==> src/rtl/packet_disassembly_pkg.sv <==
// Shared definitions for the receive-side ordered-set disassembler.
// Contents: 8b/10b K-code and TS identifier constants, link rate enum,
// receive FSM state enum and the captured TS field struct.
package packet_disassembly_pkg;

    // 8b/10b K-code symbol values (valid only with the K flag set)
    localparam logic [7:0] COM    = 8'hBC;  // K28.5
    localparam logic [7:0] SKP    = 8'h1C;  // K28.0
    localparam logic [7:0] IDL    = 8'h7C;  // K28.3
    localparam logic [7:0] FTS    = 8'h3C;  // K28.1
    localparam logic [7:0] PAD    = 8'hF7;  // K23.7
    localparam logic [7:0] EIE    = 8'hFC;  // K28.7

    // TS identifiers carried in symbols 6-15
    localparam logic [7:0] TS1_ID = 8'h4A;  // D10.2
    localparam logic [7:0] TS2_ID = 8'h45;  // D5.2

    typedef enum logic [1:0] {
        RATE_2_5GT  = 2'd0,
        RATE_5_0GT  = 2'd1,
        RATE_8_0GT  = 2'd2,
        RATE_16_0GT = 2'd3
    } active_data_rate_e;

    typedef enum logic [2:0] {
        StHunt,
        StOsType,
        StTsBody,
        StSkpBody,
        StEiosBody,
        StFtsBody
    } rx_os_fsm_e;

    typedef struct packed {
        logic       ts_type;      // 0 = TS1, 1 = TS2
        logic [7:0] link_num;
        logic       link_is_pad;
        logic [7:0] lane_num;
        logic       lane_is_pad;
        logic [7:0] n_fts;
        logic [7:0] rate_id;
        logic [7:0] train_ctrl;
    } ts_fields_t;

    // True when the symbol is the given K-code
    function automatic logic is_kcode(input logic [7:0] sym, input logic is_k,
                                      input logic [7:0] code);
        return is_k && (sym == code);
    endfunction

endpackage

==> src/rtl/packet_disassembly.sv <==
// Receive-side ordered-set disassembler for one lane at 2.5/5.0 GT/s.
// Recognises TS1/TS2, SKP, EIOS and FTS ordered sets from decoded symbols,
// extracts TS fields and tracks the number of consecutive identical TSs.
// Ports:
//   clk_i, rst_ni          clock, synchronous active-low reset
//   active_data_rate_i     current link rate; non-8b/10b rates gate the FSM
//   symbol_i/_is_k_i/_valid_i  decoded symbol stream
//   ts_valid_o, ts_type_o, link/lane/n_fts/rate_id/train_ctrl  TS results
//   ts_consec_cnt_o        consecutive identical TS count (saturating)
//   skp_det_o/skp_cnt_o, eios_det_o, fts_det_o, os_err_o  one-cycle pulses
module packet_disassembly
    import packet_disassembly_pkg::*;
#(
    parameter int unsigned TS_CNT_W = 4,
    parameter int unsigned MAX_SKP  = 5
) (
    input  logic                clk_i,
    input  logic                rst_ni,
    input  active_data_rate_e   active_data_rate_i,
    input  logic [7:0]          symbol_i,
    input  logic                symbol_is_k_i,
    input  logic                symbol_valid_i,
    output logic                ts_valid_o,
    output logic                ts_type_o,
    output logic [7:0]          link_num_o,
    output logic                link_is_pad_o,
    output logic [7:0]          lane_num_o,
    output logic                lane_is_pad_o,
    output logic [7:0]          n_fts_o,
    output logic [7:0]          rate_id_o,
    output logic [7:0]          train_ctrl_o,
    output logic [TS_CNT_W-1:0] ts_consec_cnt_o,
    output logic                skp_det_o,
    output logic [2:0]          skp_cnt_o,
    output logic                eios_det_o,
    output logic                fts_det_o,
    output logic                os_err_o
);

    localparam logic [TS_CNT_W-1:0] CntMax  = '1;
    localparam logic [2:0]          MaxSkp3 = 3'(MAX_SKP);

    rx_os_fsm_e          state_q;
    logic [3:0]          idx_q;       // index of the next expected symbol
    logic [2:0]          skp_run_q;   // SKPs seen in the current SKP OS
    ts_fields_t          cap_q;       // staging for the TS being received
    ts_fields_t          out_q;       // last complete TS, doubles as compare shadow
    logic                prev_valid_q;
    logic [TS_CNT_W-1:0] cnt_q;

    logic                rate_ok;
    logic                is_com, is_skp, is_idl, is_fts, is_pad, is_d;
    logic                ts_sym_ok;
    logic [7:0]          ts_id_exp;
    logic [2:0]          skp_nxt;
    logic [TS_CNT_W-1:0] cnt_nxt;

    always_comb begin
        rate_ok   = (active_data_rate_i == RATE_2_5GT) || (active_data_rate_i == RATE_5_0GT);
        is_com    = is_kcode(symbol_i, symbol_is_k_i, COM);
        is_skp    = is_kcode(symbol_i, symbol_is_k_i, SKP);
        is_idl    = is_kcode(symbol_i, symbol_is_k_i, IDL);
        is_fts    = is_kcode(symbol_i, symbol_is_k_i, FTS);
        is_pad    = is_kcode(symbol_i, symbol_is_k_i, PAD);
        is_d      = !symbol_is_k_i;
        ts_id_exp = cap_q.ts_type ? TS2_ID : TS1_ID;
        skp_nxt   = skp_run_q + 3'd1;

        // Per-index legality of the symbol inside a TS body
        ts_sym_ok = 1'b0;
        case (idx_q)
            4'd2:                ts_sym_ok = is_d || is_pad;
            4'd3, 4'd4, 4'd5:    ts_sym_ok = is_d;
            4'd6:                ts_sym_ok = is_d && (symbol_i == TS1_ID || symbol_i == TS2_ID);
            default:             ts_sym_ok = is_d && (symbol_i == ts_id_exp);
        endcase

        // The finished TS is exactly cap_q: symbols 7-15 only confirm the identifier
        if (prev_valid_q && (cap_q == out_q)) begin
            cnt_nxt = (cnt_q == CntMax) ? cnt_q : cnt_q + 1'b1;
        end else begin
            cnt_nxt = TS_CNT_W'(1);
        end
    end

    always_ff @(posedge clk_i) begin
        if (!rst_ni) begin
            state_q      <= StHunt;
            idx_q        <= '0;
            skp_run_q    <= '0;
            cap_q        <= '0;
            out_q        <= '0;
            prev_valid_q <= 1'b0;
            cnt_q        <= '0;
            ts_valid_o   <= 1'b0;
            skp_det_o    <= 1'b0;
            skp_cnt_o    <= '0;
            eios_det_o   <= 1'b0;
            fts_det_o    <= 1'b0;
            os_err_o     <= 1'b0;
        end else begin
            ts_valid_o <= 1'b0;
            skp_det_o  <= 1'b0;
            eios_det_o <= 1'b0;
            fts_det_o  <= 1'b0;
            os_err_o   <= 1'b0;

            if (!rate_ok) begin
                state_q <= StHunt;
            end else if (symbol_valid_i) begin
                case (state_q)
                    StHunt: begin
                        if (is_com) state_q <= StOsType;
                    end

                    StOsType: begin
                        if (is_skp) begin
                            if (MAX_SKP <= 32'd1) begin
                                skp_det_o <= 1'b1;
                                skp_cnt_o <= 3'd1;
                                state_q   <= StHunt;
                            end else begin
                                skp_run_q <= 3'd1;
                                state_q   <= StSkpBody;
                            end
                        end else if (is_idl) begin
                            idx_q   <= 4'd2;
                            state_q <= StEiosBody;
                        end else if (is_fts) begin
                            idx_q   <= 4'd2;
                            state_q <= StFtsBody;
                        end else if (is_d || is_pad) begin
                            cap_q.link_num    <= symbol_i;
                            cap_q.link_is_pad <= is_pad;
                            idx_q             <= 4'd2;
                            state_q           <= StTsBody;
                        end else begin
                            // COM resynchronises onto a fresh ordered set
                            os_err_o <= 1'b1;
                            state_q  <= is_com ? StOsType : StHunt;
                        end
                    end

                    StTsBody: begin
                        if (ts_sym_ok) begin
                            case (idx_q)
                                4'd2: begin
                                    cap_q.lane_num    <= symbol_i;
                                    cap_q.lane_is_pad <= is_pad;
                                end
                                4'd3:    cap_q.n_fts      <= symbol_i;
                                4'd4:    cap_q.rate_id    <= symbol_i;
                                4'd5:    cap_q.train_ctrl <= symbol_i;
                                4'd6:    cap_q.ts_type    <= (symbol_i == TS2_ID);
                                default: ;
                            endcase
                            if (idx_q == 4'd15) begin
                                ts_valid_o   <= 1'b1;
                                out_q        <= cap_q;
                                prev_valid_q <= 1'b1;
                                cnt_q        <= cnt_nxt;
                                state_q      <= StHunt;
                            end else begin
                                idx_q <= idx_q + 4'd1;
                            end
                        end else begin
                            os_err_o <= 1'b1;
                            state_q  <= is_com ? StOsType : StHunt;
                        end
                    end

                    StSkpBody: begin
                        if (is_skp) begin
                            if (skp_nxt >= MaxSkp3) begin
                                skp_det_o <= 1'b1;
                                skp_cnt_o <= skp_nxt;
                                state_q   <= StHunt;
                            end else begin
                                skp_run_q <= skp_nxt;
                            end
                        end else begin
                            // Terminating symbol is handled as if seen in HUNT
                            skp_det_o <= 1'b1;
                            skp_cnt_o <= skp_run_q;
                            state_q   <= is_com ? StOsType : StHunt;
                        end
                    end

                    StEiosBody, StFtsBody: begin
                        if ((state_q == StEiosBody) ? is_idl : is_fts) begin
                            if (idx_q == 4'd3) begin
                                if (state_q == StEiosBody) begin
                                    eios_det_o <= 1'b1;
                                    cnt_q      <= '0;
                                end else begin
                                    fts_det_o <= 1'b1;
                                end
                                state_q <= StHunt;
                            end else begin
                                idx_q <= idx_q + 4'd1;
                            end
                        end else begin
                            os_err_o <= 1'b1;
                            state_q  <= is_com ? StOsType : StHunt;
                        end
                    end

                    default: state_q <= StHunt;
                endcase
            end
        end
    end

    assign ts_type_o       = out_q.ts_type;
    assign link_num_o      = out_q.link_num;
    assign link_is_pad_o   = out_q.link_is_pad;
    assign lane_num_o      = out_q.lane_num;
    assign lane_is_pad_o   = out_q.lane_is_pad;
    assign n_fts_o         = out_q.n_fts;
    assign rate_id_o       = out_q.rate_id;
    assign train_ctrl_o    = out_q.train_ctrl;
    assign ts_consec_cnt_o = cnt_q;

endmodule

==> config.mk <==
export PLATFORM = sky130hd
export DESIGN_NAME = packet_disassembly
export DESIGN_NICKNAME = d
export VERILOG_FILES = /design/src/rtl/packet_disassembly_pkg.sv /design/src/rtl/packet_disassembly.sv
export SDC_FILE = /design/constraint.sdc
export NUM_CORES = 1
export LEC_CHECK = 0
export ABC_CLOCK_PERIOD_IN_PS = 2410
export BUFFER_PORTS_ARGS = -buffer_cell sky130_fd_sc_hd__clkbuf_2
export CAP_MARGIN = 20
export CORE_ASPECT_RATIO = 0.5
export CORE_UTILIZATION = 41
export CTS_CLUSTER_SIZE = 10
export DETAILED_ROUTE_END_ITERATION = 16
export SLEW_MARGIN = 20
export SYNTH_ARGS = -nofsm -noshare
export SYNTH_HDL_FRONTEND = slang
export SYNTH_SLANG_ARGS = --single-unit
==> constraint.sdc <==
create_clock -name clk_i -period 2.41 [get_ports clk_i]
set_clock_uncertainty 0.1 [all_clocks]
set_input_delay 0.3615 -clock clk_i [delete_from_list [all_inputs] [get_ports clk_i]]
set_output_delay 0.3615 -clock clk_i [all_outputs]
set_load 0.03 [all_outputs]
==> results.json <==
{
  "outcome": "completed",
  "wl_per_cell_um": 16.7,
  "synth.area.top_cells": "dfxtp_1, mux2i_1, nand2_1",
  "vdd_ir_drop_max_mv": 0.299,
  "setup_viol": 0,
  "grt_pass1_vias": 4507,
  "crit_type": "reg2reg",
  "fmax_ghz": 0.426,
  "die_x_um": 167,
  "routed_wl_um": 15200,
  "syn2layout_area_growth_pct": 23.1,
  "synth.distinct_cells": 63,
  "cts_buffers": 9,
  "fin_util_pct": 53.0,
  "drt-pass1-iter-count": 5,
  "min_period_ps": 2350,
  "grt_max_degree": 56,
  "hold_class": "in2reg",
  "seqPwrFrac_pct": 52.6,
  "vias": 4864,
  "cts_buffer_depth": 2,
  "routabilityCongestion": 0.878,
  "drv_cap": 0,
  "die_area_um2": 14100,
  "overflow": 0,
  "leakagePower_nw": 2.52,
  "hpwlAfterDp_um": 10500,
  "combPwrFrac_pct": 3.9,
  "vias_per_cell": 5.35,
  "path_clk_slew_ps": 80,
  "path_cells": "inv_2 > ha_2 > nor3_4 > a2111oi_4 > a31oi_4 > a2111oi_4 > buf_6 > clkbuf_16 > nand2_2 > a21oi_2",
  "cts-root-buf": "clkbuf_16",
  "netlist_instances": 644,
  "fillerInstances": 1216,
  "core_um2": 13000,
  "multiInputGateArea_um2": 3270,
  "n_antenna_cell": 0,
  "yosysTopAreaCellShare_pct": 39.1,
  "swShare_pct": 24.7,
  "p_int_mw": 2.57,
  "start_util_pct": 43.1,
  "cp.required_ps": 2600,
  "clockPowerShare_pct": 43.4,
  "seq_area_um2": 2190,
  "hold_viol_final": 0,
  "syn_area_per_cell_um2": 8.67,
  "crit_fanout": 11,
  "power_per_cell_area_nw_per_um2": 497,
  "io_buffers": 67,
  "clock-sinks": 109,
  "tightest_slew_ps": 705,
  "num_rows": 29,
  "synth_edf_count": 0,
  "cp-end-kind": "flip-flop",
  "fin_nets": 756,
  "ys.flop_type": "dfxtp_1",
  "slew_headroom_pct": 53.0,
  "syn-cell-area_um2": 5580,
  "ioPinCount": 69,
  "synth-async-reset-ratio_pct": 0,
  "drive_gt1_share_pct": 30.0,
  "p_switching_mw": 0.844,
  "slew_viol_final": 0,
  "antenna_found_initial": 0,
  "slowest_stage": "dfxtp_4",
  "clk_latency_ps": 360,
  "path_common_cell": "a2111oi_4",
  "critPathMaxStageDelay_ps": 360,
  "synth_seq_area_share_pct": 39.1,
  "die_h_um": 84.5,
  "period_share_pct": 97.4,
  "cts_hold_buf": 0,
  "rsz0062_at_grt": "yes",
  "synth_top_area_cell": "dfxtp_1",
  "cts_tree": "done",
  "gr-usage-all-layers_pct": 21.8,
  "grt_pass1_wl_um": 24100,
  "r2r_slack_ps": 60,
  "syn_nets": 665,
  "worstPathArrival_ps": 2530,
  "startpoint_type": "flip-flop",
  "yosysWarnings": 0,
  "cts_max_level": 3,
  "fin_tns_setup_ps": 0,
  "drtAntennaViolNets": 0,
  "yosys_register_bits": 109,
  "drc": 0,
  "drt_iter0_markers": 346
}
==> worst paths after layout <==
| kind | startpoint | to | cells past startpoint |
|---|---|---|---|
| worst max-delay path | idx_q[0]$_SDFFE_PN0P_ | lane_num_o[3]$_SDFFE_PN0P_ | 10 |
| worst min-delay path | symbol_valid_i | os_err_o$_SDFF_PN0_ | 3 |
| worst max register to register | idx_q[0]$_SDFFE_PN0P_ | lane_num_o[3]$_SDFFE_PN0P_ | 10 |
| worst min register to register | lane_num_o[7]$_SDFFE_PN0P_ | lane_num_o[7]$_SDFFE_PN0P_ | 2 |
==> kinds of logic after synthesis <==
kind of cell	Yosys count	share of synthesized area, %
simple gates	291	26.2
xor+xnor	41	6.43
buf+inv	50	4.35
flops	109	39.1
compound gates	101	14.3
mux	45	8.07
fa+ha+maj	7	1.57
==> critical path: cells and delay by family, from the launching register on <==
family | cells | cell delay, ps
compound gates | 4 | 970
simple gates | 2 | 110
buf+inv | 3 | 510
fa+ha+maj | 1 | 220
flops | 1 | 360
==> flip-flops by register name, summed over array words and instances, names as in the netlist, 4 cells and up <==
| register | count |
|---|---|
| cap_q | 43 |
| idx_q | 4 |
| lane_num_o | 8 |
| link_num_o | 8 |
| n_fts_o | 8 |
| rate_id_o | 8 |
| train_ctrl_o | 8 |
| ts_consec_cnt_o | 4 |
==> power groups by stage <==
stage                     Clock, mW  Combinational [mW]  Sequential [mW]
after global routing           1.59               0.144             1.80
final                          1.48               0.135             1.80
after detailed placement          0               0.131             1.84
after CTS                      1.52               0.132             1.80
after floorplan                   0              0.0698             1.84
after global placement            0               0.131             1.84
==> synth_stat cells (all sizes together) (3+ instances only) <==
cell type	number
nand4	26
inv	10
ha	7
nand3b	3
nand3	14
dfxtp	109
or3	3
and2	3
o22ai	3
or2	3
xnor2	40
nand2b	18
nor4	4
nor2	53
buf	12
clkbuf	28
nand2	130
a2111oi	5
o21ai	10
mux2i	45
a211oi	5
nor3	10
and3	4
nand4bb	3
nor2b	3
nor3b	4
a21oi	53
==> final cells by class <==
| cell class | instances | area share (%) |
|---|---|---|
| multi-input combinational | 485 | 47.6 |
| sequential | 109 | 31.9 |
| timing repair buffer | 120 | 12.5 |
| clock buffer | 9 | 3.28 |
| tap | 170 | 3.10 |
| clock inverter | 7 | 1.02 |
| inverter | 10 | 0.546 |
==> timing repair <==
action,in CTS,in global routing
resized for setup,6,15
pin swaps,2,4
gates cloned,1,3
setup buffers,1,0
setup endpoints to repair,64,67
==> layout by cell type (no fill, tap or decap), types with 4 or more instances in the layout <==
| master | n |
|---|---|
| inv_1 | 8 |
| nand2_1 | 100 |
| a21oi_2 | 31 |
| nor2_1 | 52 |
| buf_4 | 42 |
| dfxtp_1 | 107 |
| nand4_1 | 26 |
| nand2_2 | 30 |
| a21oi_1 | 22 |
| nor3b_1 | 4 |
| nor3_1 | 9 |
| mux2i_1 | 45 |
| xnor2_1 | 40 |
| nand3_1 | 14 |
| and3_1 | 4 |
| clkbuf_2 | 67 |
| o21ai_0 | 7 |
| clkbuf_16 | 11 |
| nor4_1 | 4 |
| nand2b_1 | 18 |
| a2111oi_4 | 5 |
| ha_1 | 4 |
| a211oi_1 | 4 |
| buf_12 | 5 |
==> through the flow <==
| step | hold WS (ps) | instance area [um^2] | instances | total power, mW | worst slack [ps] |
|---|---|---|---|---|---|
| 4_1_cts | 209 | 6760 | 908 | 3.45 | 24.0 |
| 3_3_place_gp | 368 | 6390 | 890 | 1.97 | -79.6 |
| 6_report | 222 | 6870 | 910 | 3.41 | 63.0 |
| 2_1_floorplan | 357 | 5640 | 644 | 1.91 | -38.3 |
| 5_1_grt | 223 | 6870 | 910 | 3.53 | -25.5 |
| 3_5_place_dp | 375 | 6390 | 890 | 1.97 | -109 |
==> metal layers <==
metal  part of all wire, %  vias to the layer above  track usage, %
met1                    49                     2315            30.4
met4                  0.88                        0            4.29
met5                     0                        -               0
met2                    45                      112            35.5
li1                      -                     2427               -
met3                   4.7                       10            4.01
(Power assumes the default switching activity.)
